===== config.mk =====
export PLATFORM = sky130hd
export DESIGN_NAME = ec_point_unit
export DESIGN_NICKNAME = d
export VERILOG_FILES = /design/src/rtl/ec_point_unit.sv
export SDC_FILE = /design/constraint.sdc
export NUM_CORES = 1
export LEC_CHECK = 0
export CORE_MARGIN = 2
export CORE_UTILIZATION = 55
export CTS_CLUSTER_DIAMETER = 200
export DETAILED_ROUTE_END_ITERATION = 8
export PLACE_DENSITY = 0.76
export SETUP_SLACK_MARGIN = 0.5
export SLEW_MARGIN = 20
export SYNTH_ARGS = -nofsm -noshare
export SYNTH_HDL_FRONTEND = slang
export SYNTH_SLANG_ARGS = --single-unit

===== constraint.sdc =====
create_clock -name clk -period 3.8 [get_ports clk]
set_input_delay 0.76 -clock clk [delete_from_list [all_inputs] [get_ports clk]]
set_output_delay 0.76 -clock clk [all_outputs]
set_load 0.03 [all_outputs]

===== src/rtl/ec_point_unit.sv =====
`timescale 1ns/1ps
// ec_point_unit: sequential GF(2^M) affine point unit for y^2 + xy = x^3 + a*x^2 + b.
// Computes 2P (op=0) or P+Q (op=1) with one shared bit-serial multiplier and
// Fermat inversion. Trivial cases (infinity operands, x=0 doubling, Q=-P)
// resolve through a short FAST state.
// Ports:
//   clk, rst            clock (rising edge), asynchronous active-high reset
//   in_valid / in_ready operand handshake; in_ready is high only while idle
//   op                  0 = double point_a, 1 = point_a + point_b
//   point_a, point_b    {y, x} operands, M bits per coordinate
//   out_valid/out_ready result handshake; result held stable until accepted
//   result              {y3, x3}; (0,0) encodes the point at infinity
module ec_point_unit #(
  parameter int unsigned    M       = 7,
  parameter logic [M-1:0]   POLY    = M'(3),
  parameter int unsigned    CURVE_A = 1
) (
  input  logic           clk,
  input  logic           rst,
  input  logic           in_valid,
  output logic           in_ready,
  input  logic           op,
  input  logic [2*M-1:0] point_a,
  input  logic [2*M-1:0] point_b,
  output logic           out_valid,
  input  logic           out_ready,
  output logic [2*M-1:0] result
);

  localparam int unsigned CW       = $clog2(M);
  localparam int unsigned INV_LAST = M - 3;

  typedef enum logic [2:0] {
    S_IDLE, S_FAST, S_INV, S_LAMBDA, S_YMUL, S_DONE
  } state_t;

  // Field squaring: spread bits to even positions, then fold x^M back as POLY.
  function automatic logic [M-1:0] gf_sq(input logic [M-1:0] x);
    logic [2*M-2:0] w;
    w = '0;
    for (int i = 0; i < int'(M); i++) w[2*i] = x[i];
    for (int i = 2*int'(M) - 2; i >= int'(M); i--) begin
      if (w[i]) begin
        w[i] = 1'b0;
        w[i-int'(M) +: M] = w[i-int'(M) +: M] ^ POLY;
      end
    end
    return w[M-1:0];
  endfunction

  // One MSB-first shift-and-add step: p = p*x mod poly, plus a when the bit is set.
  function automatic logic [M-1:0] gf_step(input logic [M-1:0] p,
                                           input logic [M-1:0] a,
                                           input logic         b);
    logic [M-1:0] s;
    s = {p[M-2:0], 1'b0} ^ (p[M-1] ? POLY : '0);
    return s ^ (b ? a : '0);
  endfunction

  state_t         r_state, w_state_nxt;
  logic           r_op, r_dbl;
  logic [M-1:0]   r_x1, r_y1, r_x2, r_y2;
  logic [M-1:0]   r_n, r_acc, r_t, r_p, r_x3, r_y3;
  logic [CW-1:0]  r_bit, r_k;
  logic           r_in_ready, r_out_valid;
  logic [2*M-1:0] r_result;

  logic [M-1:0]   w_x1, w_y1, w_x2, w_y2, w_d, w_n, w_d_sq;
  logic           w_a_zero, w_b_zero, w_same, w_dbl, w_fast;
  logic [M-1:0]   w_prod_nxt, w_lam, w_x3, w_y3;
  logic           w_last;
  logic [2*M-1:0] w_fast_res;

  assign in_ready  = r_in_ready;
  assign out_valid = r_out_valid;
  assign result    = r_result;

  // Operand decode at accept: P==Q folds into doubling.
  assign w_x1     = point_a[M-1:0];
  assign w_y1     = point_a[2*M-1:M];
  assign w_x2     = point_b[M-1:0];
  assign w_y2     = point_b[2*M-1:M];
  assign w_a_zero = (point_a == '0);
  assign w_b_zero = (point_b == '0);
  assign w_same   = (point_a == point_b);
  assign w_dbl    = !op || w_same;
  assign w_fast   = w_dbl ? (w_x1 == '0)
                          : (w_a_zero || w_b_zero || (w_x1 == w_x2));
  assign w_d      = w_dbl ? w_x1 : (w_x1 ^ w_x2);
  assign w_n      = w_dbl ? w_y1 : (w_y1 ^ w_y2);
  assign w_d_sq   = gf_sq(w_d);

  // Shared multiplier: r_acc * r_t, one bit of r_t per cycle.
  assign w_prod_nxt = gf_step(r_p, r_acc, r_t[r_bit]);
  assign w_last     = (r_bit == '0);
  assign w_lam      = w_prod_nxt ^ (r_dbl ? r_x1 : '0);
  assign w_x3       = gf_sq(w_lam) ^ w_lam ^ M'(CURVE_A) ^ (r_dbl ? '0 : (r_x1 ^ r_x2));
  assign w_y3       = w_prod_nxt ^ r_x3 ^ r_y1;

  // Fast-path result from latched operands; any other fast case is infinity.
  always_comb begin
    w_fast_res = '0;
    if (r_op && ({r_y1, r_x1} == '0))      w_fast_res = {r_y2, r_x2};
    else if (r_op && ({r_y2, r_x2} == '0)) w_fast_res = {r_y1, r_x1};
  end

  // State register.
  always_ff @(posedge clk or posedge rst) begin
    if (rst) r_state <= S_IDLE;
    else     r_state <= w_state_nxt;
  end

  // Next-state logic.
  always_comb begin
    w_state_nxt = r_state;
    case (r_state)
      S_IDLE:   if (in_valid) w_state_nxt = w_fast ? S_FAST : S_INV;
      S_FAST:   w_state_nxt = S_DONE;
      S_INV:    if (w_last && (r_k == CW'(INV_LAST))) w_state_nxt = S_LAMBDA;
      S_LAMBDA: if (w_last) w_state_nxt = S_YMUL;
      S_YMUL:   if (w_last) w_state_nxt = S_DONE;
      S_DONE:   if (r_out_valid && out_ready) w_state_nxt = S_IDLE;
      default:  w_state_nxt = S_IDLE;
    endcase
  end

  // Handshake flags.
  always_ff @(posedge clk or posedge rst) begin
    if (rst) r_in_ready <= 1'b1;
    else     r_in_ready <= (w_state_nxt == S_IDLE);
  end

  // Datapath: operand latch, inversion chain, lambda and y3 products, output.
  always_ff @(posedge clk or posedge rst) begin
    if (rst) begin
      r_op <= 1'b0;  r_dbl <= 1'b0;
      r_x1 <= '0;    r_y1 <= '0;   r_x2 <= '0;  r_y2 <= '0;
      r_n  <= '0;    r_acc <= '0;  r_t <= '0;   r_p <= '0;
      r_x3 <= '0;    r_y3 <= '0;   r_bit <= '0; r_k <= '0;
      r_out_valid <= 1'b0;
      r_result    <= '0;
    end else begin
      case (r_state)
        S_IDLE: if (in_valid) begin
          r_op  <= op;     r_dbl <= w_dbl;
          r_x1  <= w_x1;   r_y1  <= w_y1;
          r_x2  <= w_x2;   r_y2  <= w_y2;
          r_n   <= w_n;
          // acc = d^2 and t = d^4 ready for the first inversion product.
          r_acc <= w_d_sq;
          r_t   <= gf_sq(w_d_sq);
          r_p   <= '0;
          r_bit <= CW'(M - 1);
          r_k   <= '0;
        end
        S_FAST: {r_y3, r_x3} <= w_fast_res;
        S_INV: begin
          r_p   <= w_prod_nxt;
          r_bit <= r_bit - CW'(1);
          if (w_last) begin
            r_p   <= '0;
            r_bit <= CW'(M - 1);
            r_acc <= w_prod_nxt;
            r_k   <= r_k + CW'(1);
            // After the final product acc = d^-1; next multiply is n*acc.
            r_t   <= (r_k == CW'(INV_LAST)) ? r_n : gf_sq(r_t);
          end
        end
        S_LAMBDA: begin
          r_p   <= w_prod_nxt;
          r_bit <= r_bit - CW'(1);
          if (w_last) begin
            r_p   <= '0;
            r_bit <= CW'(M - 1);
            r_acc <= w_lam;
            r_t   <= r_x1 ^ w_x3;
            r_x3  <= w_x3;
          end
        end
        S_YMUL: begin
          r_p   <= w_prod_nxt;
          r_bit <= r_bit - CW'(1);
          if (w_last) r_y3 <= w_y3;
        end
        S_DONE: begin
          if (!r_out_valid) begin
            r_out_valid <= 1'b1;
            r_result    <= {r_y3, r_x3};
          end else if (out_ready) begin
            r_out_valid <= 1'b0;
          end
        end
        default: ;
      endcase
    end
  end

endmodule


==> results.md, run 1 <==
* Critical Path Fanout Max at 9
* Root buf cell: clkbuf_8
* Register area share after synthesis at 40.9%
* Inserted Clock Buffers at 9
* DP Area at between 0.006 and 0.007 sq mm
* Final core utilization at 64.6%
* Unique masters post-synth at 62
* RSZ-0062 raised after global routing: no
* Mapped Cells at 652
* FP Rows at 37
* Longest Clk Path Bufs at 2
* CTS tree: yes
* Worst hold path type: flip-flop to flip-flop
* Worst-Margin Slew at approximately 800 ps
* Fin Setup TNS at 0 ps
* FFs w/ async S/R, synth at 100%
* LEAKAGE at 2.90 nW
* DP Wirelength at 12.0 mm
* Worst path required time at just over 4000 ps
* CP Data Arrival Time at 3210 ps
* Syn avg cell area at 9.11 sq um
* Clock latency on the worst-skew pair at between 300 and 400 ps
* Max Slew Vio Count at 0
* First-pass GRT wire length at 25.8 mm
* Seq cells post-synth at just under 100
* Slowest stage delay, CP at 620 ps
* Final Critical Period at between 2000 and 3000 ps
* Syn Std Cell Area at between 0.005 and 0.006 sq mm
* WHS at 514 ps
* Power density cells at between 900 and 1000 mW/mm^2
* Cell area after layout at 0.00673 sq mm
* CP max stage cell: clkdlybuf4s50_1
* Syn. warnings at 0
* Proportion of layout cells with a drive suffix above 1 at 8.48%
* Critical Path Sink Type: flip-flop
* Clock slew at reported path FFs at approximately 110 ps
* Post-layout nets at between 700 and 800
* H-tree depth at 3
* Avg WL per Cell at 19.7 um
* CTS sink cnt at 97
* Area delta synth->final at 13.3%
* Die area at 0.0116 sq mm
* Status: finished clean
* Port bufs at 48
* Final Hold Vio Count at 0
* Global route overflow at 0
* Fmax at roughly 0.35 GHz
* Hold-fix buffers, CTS at 0
* Clock Skew at 10.9 ps
* Syn nets at between 600 and 700
* Post-synth EDFFs at 0
* Vias in the first global route at 4799
* Startpoint types: input pin
* Die Ht at about 110 um
* Total GRT Usage at 29.4%
* Gpl congestion at 0.981
* CP Class: input pin to flip-flop
* I/O pin count at 49
* Antenna diodes at 0
* First drt pass iteration count at 7
* Routed wire length at 16.1 mm
* Initial Utilization at 57.0%
* Synth Flop Type: dfrtp_1
* Final ANT Viol Nets at 0
* Cell Chain, Critical Path: clkdlybuf4s50_1, xor2_1, nor4_2, nand4_1, nand3_1, o21ai_0, a2111oi_0, o22a_1
* Antenna violations before repair at 0
* Largest net degree at the start of global routing at 57
* Vias at about 5000
* Resized Gates After CTS at 0
* Slew headroom at around 46%
* Detailed-route DRC error count at 0
* Worst Setup SP: point_b[5]
* Max-cap viol count at 0
* Reg2reg start: r_bit[0]
* DR vias/cell at between 6 and 7
* Initial drt markers at 482
* Post CTS Setup Buffer Count at 0
* Final Cycle Share at 76.0%
* Core footprint at 0.0104 sq mm
* Die width at around 110 um
* Worst VDD drop at ~0.00044 V
* Number of setup violations in the final report at 0
* HP Start: r_acc[3]
-- per-layer routing --
layer | routed length, um | global-route usage [%] | up-vias
li1 | - | - | 2299
met1 | 6650 | 40.9 | 2426
met2 | 7720 | 46.5 | 254
met3 | 1250 | 4.18 | 44
met4 | 501 | 11.8 | 0
met5 | 0 | 0 | -
-- through the flow --
stage                     instances  setup WS [ps]  power (mW)
after global placement          804            543        5.78
after detailed placement        804            509        5.89
after CTS                       820            910        6.66
after global routing            820            645        7.10
final                           820            913        6.69
after floorplan                 652            508        4.80
-- cell usage after synthesis, types with 3 or more instances --
| library cell | number | area [sq um] |
|---|---|---|
| inv_1 | 7 | 26.3 |
| dfrtp_1 | 96 | 2400 |
| nand3_1 | 18 | 90.1 |
| nand4_1 | 4 | 25.0 |
| nor3_1 | 12 | 60.1 |
| nor2_1 | 38 | 143 |
| buf_1 | 3 | 11.3 |
| xnor3_1 | 6 | 135 |
| nor4_1 | 10 | 62.6 |
| and2_1 | 3 | 18.8 |
| buf_2 | 8 | 40.0 |
| nor2b_1 | 6 | 37.5 |
| a21o_1 | 4 | 30.0 |
| mux2i_1 | 9 | 90.1 |
| o211ai_1 | 6 | 45.0 |
| ha_1 | 4 | 50.1 |
| o21ai_0 | 34 | 170 |
| and3_1 | 3 | 18.8 |
| o22a_1 | 4 | 35.0 |
| a31oi_1 | 9 | 56.3 |
| a21oi_1 | 28 | 140 |
| a22oi_1 | 5 | 37.5 |
| xnor2_1 | 41 | 359 |
| a41oi_1 | 3 | 26.3 |
| nand2_1 | 145 | 544 |
| clkbuf_1 | 29 | 109 |
| a221o_1 | 3 | 30.0 |
| a221oi_1 | 7 | 61.3 |
| nand2b_1 | 4 | 25.0 |
| xor2_1 | 45 | 394 |
| mux2_2 | 17 | 191 |
-- cells in the final DEF, fill, tap and decap left out, drive strengths merged, types with 7 or more instances in the layout --
| master | n |
|---|---|
| a21oi | 28 |
| a221oi | 7 |
| a31oi | 9 |
| buf | 9 |
| clkbuf | 9 |
| clkdlybuf4s50 | 48 |
| dfrtp | 96 |
| inv | 11 |
| mux2 | 17 |
| mux2i | 9 |
| nand2 | 145 |
| nand3 | 20 |
| nor2 | 38 |
| nor3 | 12 |
| nor4 | 11 |
| o21ai | 36 |
| xnor2 | 44 |
| xor2 | 48 |
-- worst paths after layout --
kind | end | slack (ps) | cells after the start
min in group asynchronous | result[5] | 780 | 2
max in group asynchronous | r_n[0] | 2340 | 3
hold reg to reg | r_acc[3] | 510 | 2
hold / removal | r_acc[3] | 510 | 2
setup reg to reg | r_k[0] | 1120 | 9
setup / recovery | r_t[6] | 910 | 8
-- critical path, delay by kind of cell --
| kind | cells | cell delay, ps |
|---|---|---|
| XOR/XNOR | 1 | 270 |
| buffers and inverters | 1 | 620 |
| AND/OR/NAND/NOR | 3 | 720 |
| AO/OA/AOI/OAI | 3 | 840 |
-- sequential cells by signal (all words and copies together), names as in the netlist --
signal	count
r_x1	7
r_p	7
r_k	3
r_y3	7
r_y2	7
r_state	3
r_x2	7
in_ready	1
r_y1	7
out_valid	1
r_acc	7
r_x3	7
r_t	7
result	14
r_dbl	1
r_op	1
r_n	7
r_bit	3
-- final cells by class --
class	count	area, sq um
inverters	7	28.8
repair buffers	57	561
multi-input cells	507	3320
well taps	136	170
fillers	894	3690
clock buffers	9	124
clock inverters	7	96.3
flip-flops and latches	97	2430
-- cells by family after synthesis --
kind of cell / Yosys count / share of synthesized area [%]
buffers and inverters: 48 / 3.27
AOI/OAI and AO/OA: 120 / 13.5
and+or+nand+nor: 259 / 19.6
xor gates and xnor gates: 98 / 17.2
DFF: 97 / 40.9
muxes: 26 / 4.74
adders and majority gates: 4 / 0.843
-- report_power, final --
part / internal, mW / switching, mW / total [mW]
clock network: 0.326 / 0.429 / 0.755
logic: 1.75 / 2.05 / 3.79
registers: 1.52 / 0.623 / 2.14
Power figures use the tool's default switching activity.
==> inputs of run 2 (changes only) <==
--- a/config.mk
+++ b/config.mk
@@ -6,10 +6,10 @@
 export NUM_CORES = 1
 export LEC_CHECK = 0
 export CORE_MARGIN = 2
-export CORE_UTILIZATION = 55
+export CORE_UTILIZATION = 53
 export CTS_CLUSTER_DIAMETER = 200
 export DETAILED_ROUTE_END_ITERATION = 8
-export PLACE_DENSITY = 0.76
+export PLACE_DENSITY = 0.77
 export SETUP_SLACK_MARGIN = 0.5
 export SLEW_MARGIN = 20
 export SYNTH_ARGS = -nofsm -noshare
==> constraint.sdc (replaced) <==
create_clock -name clk -period 2.5 [get_ports clk]
set_input_delay 0.5 -clock clk [delete_from_list [all_inputs] [get_ports clk]]
set_output_delay 0.5 -clock clk [all_outputs]
set_load 0.03 [all_outputs]
==> run 2 against run 1 <==
Net effect: die area rose by 3.6%; setup slack got worse by 720 ps; cell area rose by 17%; critical path depth rose by 1; sequential cell count did not move; first-iteration DRC count rose by 26%; largest cell class unchanged.
==> results.md, run 2 (synthesized netlist as in run 1, its figures left out) <==
* FP Rows at 38 (+2.7%)
* M2 GR Usage at 46.7% (+0.17 points)
* Vias in the first global route at 5013 (+4.5%)
* CTS sink cnt at 97 (unchanged)
* RSZ-0062 raised after global routing: yes
* DR vias/cell at 6.00 (-2.0%)
* DP Wirelength at 12.0 mm (about the same)
* CP Class: flip-flop to flip-flop
* Worst VDD drop at 0.000898 V (+110%)
* Fillers at 742 (-17%)
* Worst-Margin Slew at 618 ps (-182 ps)
* Initial Utilization at 54.5% (-2.5 points)
* M3 GR Usage at 6.46% (+2.3 points)
* Worst path required time at 2780 ps (-1350 ps)
* Total GRT Usage at 29.3% (-0.085 points)
* Proportion of layout cells with a drive suffix above 1 at 27.7% (+19 points)
* Max FFs per register at 14 (unchanged)
* Vias at 5438 (+8.3%)
* CP Data Arrival Time at 2590 ps (-620 ps)
* First-pass GRT wire length at 26.5 mm (+3.0%)
* I/O pin count at 49 (unchanged)
* Startpoint types: flip-flop
* Number of setup violations in the final report at 0 (unchanged)
* Most frequent cells in the layout: nand2_1 (143), dfrtp_1 (94), buf_4 (67)
* Clock latency on the worst-skew pair at 390 ps (about the same)
* WHS at 459 ps (-55.3 ps)
* Max-cap viol count at 0 (unchanged)
* Critical Path Fanout Max at 7 (-2)
* Longest Clk Path Bufs at 2 (unchanged)
* LEAKAGE at 3.50 nW (+20%)
* Antenna diodes at 0 (unchanged)
* Commonest non-fill, non-tap cell in the layout: nand2_1
* Antenna violations before repair at 0 (unchanged)
* First drt pass iteration count at 7 (unchanged)
* Die Ht at 110 um (+1.8%)
* R2R Setup Slk at 190 ps (-930 ps)
* Final Critical Period at 2310 ps
* Inserted Clock Buffers at 9 (unchanged)
* Worst hold path type: input pin to flip-flop
* Port bufs at 48 (unchanged)
* Area delta synth->final at 32.9%
* Power density cells at 1640 mW/mm^2 (+65%)
* Routed wire length at 17.9 mm (+11%)
* Die width at 110 um (+1.8%)
* Detailed-route DRC error count at 0 (unchanged)
* Clock Skew at 15.8 ps (+4.98 ps)
* Critical Path Sink Type: flip-flop
* Final ANT Viol Nets at 0 (unchanged)
* DP Area at 0.00691 sq mm (+6.3%)
* Largest net degree at the start of global routing at 98 (+72%)
* Post-layout nets at 798 (+11%)
* Final Hold Vio Count at 0 (unchanged)
* Fmax at 0.433 GHz
* Final Cycle Share at 92.3%
* Die area at 0.0121 sq mm (+3.6%)
* Max Slew Vio Count at 0 (unchanged)
* Global route hottest layer: met2
* Global route overflow at 0 (unchanged)
* Clock slew at reported path FFs at 110 ps (about the same)
* Initial drt markers at 607 (+26%)
* Cell area after layout at 0.00789 sq mm (+17%)
* Root buf cell: clkbuf_8
* Gpl congestion at 1.11 (+13%)
* Status: finished clean
* Core footprint at 0.0109 sq mm (+4.5%)
* Hold-fix buffers, CTS at 0 (unchanged)
* Slew headroom at 58.5% (+12 points)
* CTS tree: yes
* Avg WL per Cell at 19.8 um (+0.59%)
* M1 GR Usage at 39.8% (-1.2 points)
* H-tree depth at 3 (unchanged)
-- run 2: area by class of cell --
cell class / instances / area, sq um / area share, %
sequential: 97 / 2430 / 30.8
tap: 140 / 175 / 2.22
clock inverter: 6 / 56.3 / 0.713
clock buffer: 10 / 138 / 1.74
multi-input combinational: 507 / 3810 / 48.3
inverter: 7 / 30.0 / 0.380
timing repair buffer: 139 / 1250 / 15.8
-- run 2: worst paths after layout --
check / endpoint / cells after the start / start
max reg2reg: r_x3[5] / 9 / r_bit[2]
min: r_y2[2] / 4 / point_b[9]
max in group asynchronous: r_bit[2] / 3 / rst
max: r_x3[5] / 9 / r_bit[2]
min reg2reg: r_n[6] / 2 / r_n[6]
min in group asynchronous: result[1] / 3 / rst
-- run 2: what timing repair did --
action	4_1_cts	5_1_grt
gates resized for setup	69	92
setup endpoints to repair	82	80
cloned	0	2
endpoints found under the hold margin	0	0
pin swaps	31	53
setup buffers	20	14
-- run 2: critical path: stages (launching register included) --
cell	delay, ps
dfrtp_2	510
mux2i_4	230
a22oi_4	250
buf_12	170
nand3_4	140
xor2_4	290
buf_6	140
xnor3_1	220
a21oi_2	180
nor2_1	70
-- run 2: stage by stage --
step / instances / total power [mW] / utilization (%) / TNS (ps) / setup slack [ps]
after floorplan: 652 / 7.36 / - / 0 / 397
after global placement: 854 / 9.11 / 63.5 / -513 / -137
after detailed placement: 854 / 9.23 / 63.5 / -1600 / -240
after CTS: 890 / 11.3 / 68.4 / 0 / 259
after global routing: 906 / 13.6 / 72.5 / 0 / 109
final: 906 / 12.9 / 72.5 / 0 / 193
-- run 2: layer usage --
| layer | wire, um | vias to the layer above |
|---|---|---|
| met2 | 8680 | 290 |
| met4 | 600 | 0 |
| li1 | - | 2455 |
| met5 | 0 | - |
| met1 | 7170 | 2640 |
| met3 | 1470 | 53 |
-- run 2: power breakdown --
part / internal (mW) / switching, mW / total, mW
Clock: 0.413 / 0.638 / 1.05
Combinational: 4.46 / 4.17 / 8.63
Sequential: 2.31 / 0.949 / 3.26
==> inputs of run 3 (changes only) <==
--- a/config.mk
+++ b/config.mk
@@ -5,7 +5,7 @@
 export SDC_FILE = /design/constraint.sdc
 export NUM_CORES = 1
 export LEC_CHECK = 0
-export CORE_MARGIN = 2
+export CORE_MARGIN = 5
 export CORE_UTILIZATION = 53
 export CTS_CLUSTER_DIAMETER = 200
 export DETAILED_ROUTE_END_ITERATION = 8
==> run 3 against run 2 <==
Net effect: wire length grew 5.6%; clock-buffer cell count decreased by 1; largest power group unchanged; register-to-register slack hardly changed; via count is 2.5% higher; sequential cell count unchanged; highest routed layer unchanged; largest cell class unchanged; sequential share of layout area down 1.0 points; hold slack gained 11 ps; non-clock buffer count increased by 13; critical path depth down 2; die area up 11%.
==> results.md, run 3 (synthesized netlist as in run 1, its figures left out) <==
* CP Class: flip-flop to flip-flop
* Antenna violations before repair at 0 (unchanged)
* Die width at 116 um (+5.5%)
* Power share of the combinational group at 66.2% (-0.5 points)
* Final Cycle Share at 92.5% (+0.26 points)
* Reg2reg start: r_bit[2]
* Die area at 0.0134 sq mm (+11%)
* Sequential power share at 25.3% (about the same)
* Antenna diodes at 0 (unchanged)
* Area delta synth->final at 37.6%
* Final Hold Vio Count at 0 (unchanged)
* Clock network fraction of total power at 8.5% (+0.4 points)
* CP Data Arrival Time at 2590 ps (about the same)
* Max Slew Vio Count at 0 (unchanged)
* Port bufs at 48 (unchanged)
* H-tree depth at 3 (unchanged)
* Max FFs per register at 14 (unchanged)
* Critical Path Sink Type: flip-flop
* Post-layout nets at 812 (+1.8%)
* RSZ-0062 raised after global routing: yes
* Worst-Margin Slew at 556 ps (-62.4 ps)
* Max-cap viol count at 0 (unchanged)
* Fin Setup TNS at 0 ps (unchanged)
* Post-route setup slack at 186 ps (-6.43 ps)
* Die Ht at 116 um (+5.5%)
* Total GRT Usage at 26.9% (-2.4 points)
* NetSw at 5.88 mW (+2.0%)
* Global route overflow at 0 (unchanged)
* Worst VDD drop at 0.000980 V (+9.1%)
* Proportion of layout cells with a drive suffix above 1 at 28.8% (+1.2 points)
* Clock slew at reported path FFs at 110 ps (about the same)
* LEAKAGE at 3.69 nW (+5.6%)
* Fmax at 0.432 GHz (-0.28%)
* Worst path required time at 2780 ps (about the same)
* Cell Int Power at 7.25 mW (+0.99%)
* CTS sink cnt at 97 (unchanged)
* Switching fraction of total power at 44.8% (+0.25 points)
* Clock latency on the worst-skew pair at 390 ps (about the same)
* Final Critical Period at 2310 ps (+6.43 ps)
* Slowest stage delay, CP at 500 ps (about the same)
* Vias in the first global route at 5308 (+5.9%)
* Gpl congestion at 1.04 (-6.8%)
* Root buf cell: clkbuf_8
* First-pass GRT wire length at 27.7 mm (+4.5%)
* Largest net degree at the start of global routing at 49 (-50%)
* Clock Skew at 15.3 ps (-0.511 ps)
* Initial Utilization at 54.5% (unchanged)
* Core footprint at 0.0109 sq mm (unchanged)
* Routed wire length at 18.9 mm (+5.6%)
* Cell count after placement at 856 (+0.23%)
* Worst Setup SP: r_bit[2]
* Cell area after layout at 0.00817 sq mm (+3.5%)
* Longest Clk Path Bufs at 2 (unchanged)
* Status: finished clean
* I/O pin count at 49 (unchanged)
* First drt pass iteration count at 8 (+1)
* DP Area at 0.00693 sq mm (+0.22%)
* WHS at 471 ps (+11.4 ps)
* Final ANT Viol Nets at 0 (unchanged)
* Detailed-route DRC error count at 0 (unchanged)
* Vias at 5575 (+2.5%)
* Cell Chain, Critical Path: mux2i_1, a22oi_4, and3_2, xnor2_4, xnor3_1, a21oi_1, nor2_1
* Non-filler cells, final at 920 (+1.5%)
* Critical Path Fanout Max at 5 (-2)
* CTS tree: yes
* Startpoint types: flip-flop
* DP Wirelength at 12.4 mm (+3.3%)
* R2R Setup Slk at 190 ps (about the same)
* Initial drt markers at 598 (-1.5%)
* Avg WL per Cell at 20.6 um (+4.0%)
* Worst hold path type: input pin to asynchronous set/reset pin
* FP Rows at 38 (unchanged)
* Slew headroom at 62.5% (+4.1 points)
* Number of setup violations in the final report at 0 (unchanged)
* Pre-CTS setup slack at -223 ps (+17.5 ps)
* Inserted Clock Buffers at 9 (unchanged)
* Most frequent cells in the layout: nand2_1 (133), dfrtp_1 (93), buf_4 (77)
* Power density cells at 1610 mW/mm^2 (-2.0%)
* CP max stage cell: dfrtp_2
* Commonest non-fill, non-tap cell in the layout: nand2_1
* DR vias/cell at 6.06 (+0.96%)
## run 3: cell types whose count changed in the layout (fill, tap and decap cells not counted), moves of 3 or more
cell / previous run / this run
dlymetal6s2s_1: 1 / 10
nand2_1: 143 / 133
buf_4: 67 / 77
dlygate4sd2_1: 15 / 20
nand3_1: 15 / 12
o21ai_0: 22 / 25
clkbuf_2: 12 / 0
nand2_2: 2 / 11
buf_6: 17 / 20
## run 3: metal layers
| metal | global-route usage [%] | routed length (um) |
|---|---|---|
| met2 | 41.5 | 8960 |
| met5 | 0 | 0 |
| met3 | 5.43 | 1460 |
| met1 | 36.7 | 7580 |
| met4 | 12.8 | 910 |
## run 3: metrics by stage
| step | util [%] | power (mW) |
|---|---|---|
| 6_report | 75.0 | 13.1 |
| 5_1_grt | 75.0 | 13.7 |
| 4_1_cts | 70.2 | 11.7 |
| 3_5_place_dp | 63.6 | 9.33 |
| 3_3_place_gp | 63.6 | 9.17 |
| 2_1_floorplan | - | 7.36 |
## run 3: timing repair
| item | 4_1_cts | 5_1_grt |
|---|---|---|
| pin swaps | 30 | 40 |
| hold buffers | 0 | 0 |
| endpoints found under the setup margin | 81 | 80 |
| cloned | 1 | 3 |
| buffers inserted | 28 | 16 |
| hold endpoints to repair | 0 | 0 |
| resized for setup | 70 | 82 |
## run 3: cell type report
class | count | area, sq um
Multi-Input combinational cell | 508 | 3880
Fill cell | 710 | 2720
Sequential cell | 97 | 2430
Timing Repair Buffer | 152 | 1440
Tap cell | 140 | 175
Clock buffer | 9 | 124
Clock inverter | 7 | 88.8
Inverter | 7 | 32.5
## run 3: final timing paths
check	endpoint	cells after the start
worst max-delay path	r_x3[5]	7
worst min-delay path	r_x3[4]	2
worst max register to register	r_x3[5]	7
worst min register to register	result[1]	1
max in group asynchronous	in_ready	3
min in group clk	r_x2[3]	3
## run 3: worst max-delay path: cells and delay by family (launching register included)
kind | cells | cell delay (ps)
and+or+nand+nor | 2 | 370
xor gates and xnor gates | 2 | 620
muxes | 1 | 350
AOI/OAI and AO/OA | 2 | 380
DFF | 1 | 500
## run 3: power groups by stage
stage	sequential (mW)	clock [mW]	combinational (mW)
floorplan	3.05	0	4.30
global placement	3.18	0	5.99
detailed placement	3.22	0	6.10
CTS	3.22	1.12	7.33
global route	3.41	1.19	9.13
finish	3.32	1.12	8.69
